File: src/rtl/csr_trap_ctrl.sv
// csr_trap_ctrl: machine-mode trap/interrupt sequencer. It owns the single
// CSR write port.
//   - Normal operation: instruction CSR writes pass straight through.
//   - Enabled interrupt: writes mepc, then mcause, then mstatus, and then
//     redirects fetch to the trap vector.
//   - mret: restores mstatus and redirects fetch to mepc.
//
// Optional feature: define TRAP_VECTORED_EN for vectored trap entry, where
// redirect_pc = MTVEC_BASE + cause*4. With it undefined, all causes go to
// MTVEC_BASE (direct mode).
//
// Ports:
//   clk, rst              clock; asynchronous active-low reset
//   irq_ext, irq_timer    level interrupt requests
//   mstatus_in, mie_in,   CSR file readback
//   epc_in
//   pc_in                 PC of the instruction in execute
//   is_mret               execute instruction is mret
//   inst_csr_wr/addr/     CSR write request from the execute instruction
//   wdata
//   csr_wr/waddr/wdata    write port into the CSR file
//   stall                 hold fetch/decode/execute
//   redirect/redirect_pc  one-cycle flush and PC load
module csr_trap_ctrl #(
  parameter logic [31:0] MTVEC_BASE = 32'h0000_0100
) (
  input  logic        clk,
  input  logic        rst,
  input  logic        irq_ext,
  input  logic        irq_timer,
  input  logic [31:0] mstatus_in,
  input  logic [31:0] mie_in,
  input  logic [31:0] epc_in,
  input  logic [31:0] pc_in,
  input  logic        is_mret,
  input  logic        inst_csr_wr,
  input  logic [11:0] inst_csr_addr,
  input  logic [31:0] inst_csr_wdata,
  output logic        csr_wr,
  output logic [11:0] csr_waddr,
  output logic [31:0] csr_wdata,
  output logic        stall,
  output logic        redirect,
  output logic [31:0] redirect_pc
);

  localparam logic [2:0] IDLE     = 3'd0;
  localparam logic [2:0] T_EPC    = 3'd1;
  localparam logic [2:0] T_CAUSE  = 3'd2;
  localparam logic [2:0] T_STATUS = 3'd3;
  localparam logic [2:0] T_JUMP   = 3'd4;
  localparam logic [2:0] R_STATUS = 3'd5;
  localparam logic [2:0] R_JUMP   = 3'd6;

  localparam logic [11:0] A_MSTATUS = 12'h300;
  localparam logic [11:0] A_MEPC    = 12'h341;
  localparam logic [11:0] A_MCAUSE  = 12'h342;

  typedef struct packed {
    logic        wr;
    logic [11:0] addr;
    logic [31:0] data;
  } csr_wport_t;

  logic [2:0]  state, state_nxt;
  logic [31:0] epc_q;
  logic [3:0]  cause_q;
  logic        ext_en, pend;
  logic [31:0] trap_vec;
  logic [31:0] st_entry, st_ret;
  csr_wport_t  wp;

  // Only the MEIE/MTIE enable bits matter here.
  logic unused_mie;
  assign unused_mie = ^{mie_in[31:12], mie_in[10:8], mie_in[6:0]};

  assign ext_en = irq_ext & mie_in[11];
  assign pend   = mstatus_in[3] & (ext_en | (irq_timer & mie_in[7]));

`ifdef TRAP_VECTORED_EN
  assign trap_vec = MTVEC_BASE + {26'b0, cause_q, 2'b00};
`else
  assign trap_vec = MTVEC_BASE;
`endif

  // Trap entry: MPIE <= MIE, MIE <= 0, MPP <= M.
  always_comb begin
    st_entry        = mstatus_in;
    st_entry[7]     = mstatus_in[3];
    st_entry[3]     = 1'b0;
    st_entry[12:11] = 2'b11;
  end

  // mret: MIE <= MPIE, MPIE <= 1, MPP left alone.
  always_comb begin
    st_ret    = mstatus_in;
    st_ret[3] = mstatus_in[7];
    st_ret[7] = 1'b1;
  end

  always_ff @(posedge clk or negedge rst) begin
    if (!rst) begin
      state   <= IDLE;
      epc_q   <= '0;
      cause_q <= '0;
    end else begin
      state <= state_nxt;
      if (state == IDLE && pend) begin
        epc_q   <= pc_in;
        cause_q <= ext_en ? 4'd11 : 4'd7;
      end
    end
  end

  always_comb begin
    state_nxt = state;
    case (state)
      IDLE: begin
        if (pend)         state_nxt = T_EPC;
        else if (is_mret) state_nxt = R_STATUS;
      end
      T_EPC:    state_nxt = T_CAUSE;
      T_CAUSE:  state_nxt = T_STATUS;
      T_STATUS: state_nxt = T_JUMP;
      T_JUMP:   state_nxt = IDLE;
      R_STATUS: state_nxt = R_JUMP;
      R_JUMP:   state_nxt = IDLE;
      default:  state_nxt = IDLE;
    endcase
  end

  always_comb begin
    wp          = '0;
    stall       = 1'b0;
    redirect    = 1'b0;
    redirect_pc = '0;
    case (state)
      IDLE: begin
        // The pass-through is suppressed on the decision cycle, so the
        // interrupted or mret instruction never commits its CSR write.
        if (pend || is_mret) stall = 1'b1;
        else                 wp    = '{inst_csr_wr, inst_csr_addr, inst_csr_wdata};
      end
      T_EPC: begin
        wp    = '{1'b1, A_MEPC, epc_q};
        stall = 1'b1;
      end
      T_CAUSE: begin
        wp    = '{1'b1, A_MCAUSE, {1'b1, 27'b0, cause_q}};
        stall = 1'b1;
      end
      T_STATUS: begin
        wp    = '{1'b1, A_MSTATUS, st_entry};
        stall = 1'b1;
      end
      T_JUMP: begin
        redirect    = 1'b1;
        redirect_pc = trap_vec;
      end
      R_STATUS: begin
        wp    = '{1'b1, A_MSTATUS, st_ret};
        stall = 1'b1;
      end
      R_JUMP: begin
        redirect    = 1'b1;
        redirect_pc = epc_in;
      end
      default: ;
    endcase
    // The IDLE terms are combinational, so they are gated here. This keeps
    // every output at 0 for the whole time reset is held.
    if (!rst) begin
      wp          = '0;
      stall       = 1'b0;
      redirect    = 1'b0;
      redirect_pc = '0;
    end
  end

  assign csr_wr    = wp.wr;
  assign csr_waddr = wp.addr;
  assign csr_wdata = wp.data;

endmodule

File: config.mk
export PLATFORM = sky130hd
export DESIGN_NAME = csr_trap_ctrl
export DESIGN_NICKNAME = d
export VERILOG_FILES = /design/src/rtl/csr_trap_ctrl.sv
export SDC_FILE = /design/constraint.sdc
export NUM_CORES = 1
export LEC_CHECK = 0
export ABC_AREA = 1
export CORE_MARGIN = 5
export CORE_UTILIZATION = 39
export CTS_CLUSTER_SIZE = 25
export DETAILED_ROUTE_END_ITERATION = 10
export DONT_BUFFER_PORTS = 1
export HOLD_SLACK_MARGIN = 0.08
export SKIP_LAST_GASP = 1
export SYNTH_ARGS = -nofsm -noshare
export SYNTH_HDL_FRONTEND = slang
export SYNTH_SLANG_ARGS = --single-unit
File: constraint.sdc
create_clock -name clk -period 2.14 [get_ports clk]
set_input_delay 0.107 -clock clk [delete_from_list [all_inputs] [get_ports clk]]
set_output_delay 0.107 -clock clk [all_outputs]
set_load 0.01 [all_outputs]
* Word-level counts from Yosys, hierarchy flattened
Cells that the tools add are included. W data, S select, Z words.
Storage, ports and cells: register bits 39, output and inout port bits 79, logic and storage cells 33
Operators by class: equal/unequal tests 7, multiplexer cells 14, reduce and logical (&&, ||, !) cells 5, bitwise gates (word level) 4
Operators by type and width (count):
- $pmux W45 S5 | 1
- $mux W45 | 2
- $pmux W32 S2 | 1
- $mux W32 | 1
- $pmux W3 S5 | 1
- $eq A3 B3 Y1 const B | 3
- $eq A3 B2 Y1 const B | 2
- $mux W3 | 2
- $mux W1 | 4
- $mux W4 | 1
- $reduce_or A4 Y1 | 1
- $and A1 B1 Y1 | 3
- $eq A3 B1 Y1 const B | 1
- $logic_not A3 Y1 | 1
- $ne A3 B3 Y1 const B | 1
- $pmux W1 S2 | 1
- $reduce_or A2 Y1 | 1
- $logic_and A1 B1 Y1 | 1
- $logic_or A1 B1 Y1 | 1
- $or A1 B1 Y1 | 1

* Longest topological paths before layout
word-level depth 7, gate-level depth with buffers 9, gate-level depth less buffers 8

* Worst setup path after synthesis
OpenSTA, ideal clock, no wires.
kind reg2out, start register state[2], end output port csr_wdata[15], slack 664 ps, data arrival time 1369 ps, data required time 2033 ps, cell stages (with the launch flop) 8, path buffers 2, cell sequence dfrtp_1 -> buf_2 -> nor2_4 -> nand2_2 -> clkinv_2 -> buf_2 -> nand4_1 -> a21oi_1
On the way: word-level cells in the longest chain between the ends 3, elaborated cells between the ends (all ways) 7
Ends and longest elaborated chain:
- from (decl) | line 65 | logic [2:0] state, state_nxt;
- from (signal assigned) | line 107 | state <= state_nxt;
- $eq A3 B3 Y1, or another cell as far along | line 137 | case (state)
- $pmux W45 S5 (*) | line 137
- $mux W45 (*) | line 172 | if (!rst) begin
- to (decl) | line 41 | output logic [31:0] csr_wdata,
Every way passes the cells marked *; elsewhere a longest branch is shown, timed or not.

* Final worst setup path
start register state[2], end output port csr_wdata[1]
Same word-level chain as after synthesis.

==> impl_metrics.tcl <==
set metrics [dict create \
    port-buffer-count 0 \
    p_switching_w 0.00225 \
    maxSlewHeadroom 0.286 \
    cp.arrival_ns 1.91 \
    worst-path-max-fanout 29 \
    reg2reg_depth 7 \
    yosysMostFrequentCell "nand2_1" \
    criticalPathCategory "reg -> out" \
    reg2reg_from "state[2]" \
    routedWlPerCell_um 17.3 \
    regArea_um2 952 \
    drv_cap 0 \
    internal_power_w 0.00223 \
    yosys.area_share.adder 0 \
    clock_path_buffers 2 \
    p_sw_frac 0.502 \
    track_usage 0.216 \
    ir_drop_mv 0.386 \
    grt_max_degree 47 \
    r2r_slack_ns 0.49 \
    fill_cells 833 \
    synth_compound_area_frac 0.107 \
    synth_common_cells "154 x nand2_1, 97 x nor2_1, 72 x nand4_1" \
    leakage_nw 1.75 \
    nNetsFinal 740 \
    synth_ff_type "dfrtp_1" \
    antenna_cells 0 \
    reg2reg_to "cause_q[3]" \
    die_area_um2 10200 \
    area_growth_pct 19.2 \
    drtIter0Drc 199 \
    start_util 0.395 \
    pre_cts_ws_ns 0.349 \
    die_h_um 101 \
    gr-total-overflow 0 \
    fin_area_um2 3830 \
    tightest_slew_ns 1.06 \
    synth.area.top_cells "dfrtp_1 30%, nand2_1 18%, nand4_1 14%, nor2_1 11%, a21oi_1 5.8%" \
    synthDistinctLibCells 21 \
    clkSlewWorstSetupHoldPaths_ns 0.07 \
    period_share 0.941 \
    syn_nets 717 \
    post_cts_buffers 0 \
    grt_pass1_vias 3431 \
    crit_end "csr_wdata[1]" \
    syn_avg_cell_area_um2 5.97 \
    synth_top_area_cell "dfrtp_1" \
    worstSkewPairLatency_ns 0.29 \
    fin_ws_ns 0.126 \
    detailed_place.area_um2 3340 \
    h-tree-depth 2 \
    antenna_found_initial 0 \
    ys_ff_latch 38 \
    crit_required_ns 2.03 \
    synth_edf_count 0 \
    cts_tree "built" \
    synthArstFlopShare 1.00 \
    synth_top_cell_area_share 0.296 \
    syn_area_um2 3220 \
    hold_path_class "in -> async" \
    cp-start-kind "flip-flop" \
    drt_wl_total_um 11500 \
    cts.sinks 38 \
    coreArea_um2 8130 \
    startpoint "state[2]" \
    synth_top_family_by_area "simple AND/OR/NAND/NOR gates" \
    io_pins 257 \
    synthXorXnorAreaFrac 0 \
    rows 33 \
    synth-simple-area-share 0.475 \
    comb_power_share 0.591 \
    max_freq_mhz 497 \
    multi_input_area_um2 1870 \
    ant_nets 0 \
    hold_viol_final 0 \
    skew_ns 0.00563 \
    seqPwrFrac 0.272 \
    drv_slew 0 \
    ys_seq_area_frac 0.296 \
    synth_cells 539 \
    via_per_inst 5.50 \
    p_per_area_nw_per_um2 1170 \
    setup-tns-final_ns 0 \
    drcViolationCount 0 \
    synthMuxAreaShare 0 \
    hpwl_um 8550 \
    grt_pass1_wl_um 17400 \
    power_w 0.00448 \
    drtPass1Iterations 4 \
    ys_warn_count 0 \
    root_buffer "clkbuf_8" \
    vias 3669 \
    endpoint_kind "output pin" \
    status "completed" \
    gp_congestion 0.807 \
    setup_viol 0 \
    fp.dieW_um 101 \
    period_needed_ns 2.01 \
    drive_above_1_share 0.0854 \
    clock_power_share 0.137 \
    rsz0062_at_grt "yes" \
    cts_inserted_buffers 5 \
]
## metal layers
layer,global-route usage,vias to the layer above,routed length [µm]
met4,0.0549,0,148
met2,0.389,167,5950
met5,0,-,0
li1,-,1803,-
met1,0.264,1687,4690
met3,0.0374,12,745
## through the flow
step | cells | hold WS [ns] | utilization
2_1_floorplan | 539 | -0.189 | -
3_3_place_gp | 623 | -0.187 | 0.410
3_5_place_dp | 623 | -0.187 | 0.410
4_1_cts | 667 | 0.286 | 0.471
5_1_grt | 667 | 0.309 | 0.471
6_report | 667 | 0.287 | 0.471
## cells in the final DEF (no fill, tap or decap), drive strengths merged
master	netlist	routed
nand2	159	159
bufinv	0	1
nor3	1	1
nand4	72	72
dlygate4sd3	0	36
a21oi	37	37
nor2	102	102
buf	26	23
nand3	7	7
o21ai	30	30
dfrtp	38	38
clkbuf	17	6
inv	46	46
or2	1	1
o21a	1	1
clkinv	2	2
## sequential cells by signal (all words and copies together), names as in the netlist
signal   count
epc_q       32
cause_q      3
state        3
## area by class of cell
class | instances | share of cell area
repair buffers | 59 | 0.152
clock inverters | 1 | 0.00783
multi-input cells | 410 | 0.489
well taps | 105 | 0.0343
flip-flops and latches | 38 | 0.248
clock buffers | 6 | 0.0215
inverters | 48 | 0.0473
## worst max-delay path: stages (launching register included)
cell and delay (ns):
dfrtp_2 0.50, nor2_4 0.22, nand2_2 0.11, clkinv_2 0.16, buf_12 0.20, nand4_1 0.11
a21oi_1 0.30
## kinds of logic after synthesis
group | count (synthesis)
and+or+nand+nor | 342
DFF | 38
AOI/OAI and AO/OA | 68
buffers and inverters | 91
## power groups by stage
stage               sequential (W)  combinational (W)  clock, W
finish                     0.00122            0.00265  0.000614
global route               0.00126            0.00297  0.000662
CTS                        0.00122            0.00265  0.000635
detailed placement         0.00123            0.00256         0
global placement           0.00122            0.00250         0
floorplan                  0.00116            0.00205         0
## repair_timing
action                                 4_1_cts  5_1_grt
setup endpoints to repair                    0       68
hold buffers                                37        0
endpoints found under the hold margin       74        0
resized for setup                            0        2
## worst min-delay path by stage
stage / startpoint / end / cells after the start
floorplan: rst / cause_q[1] / 0
global placement: rst / epc_q[6] / 0
detailed placement: rst / epc_q[6] / 0
CTS: rst / epc_q[15] / 2
global route: rst / epc_q[15] / 2
finish: rst / epc_q[10] / 2
Power figures use the tool's default switching activity.
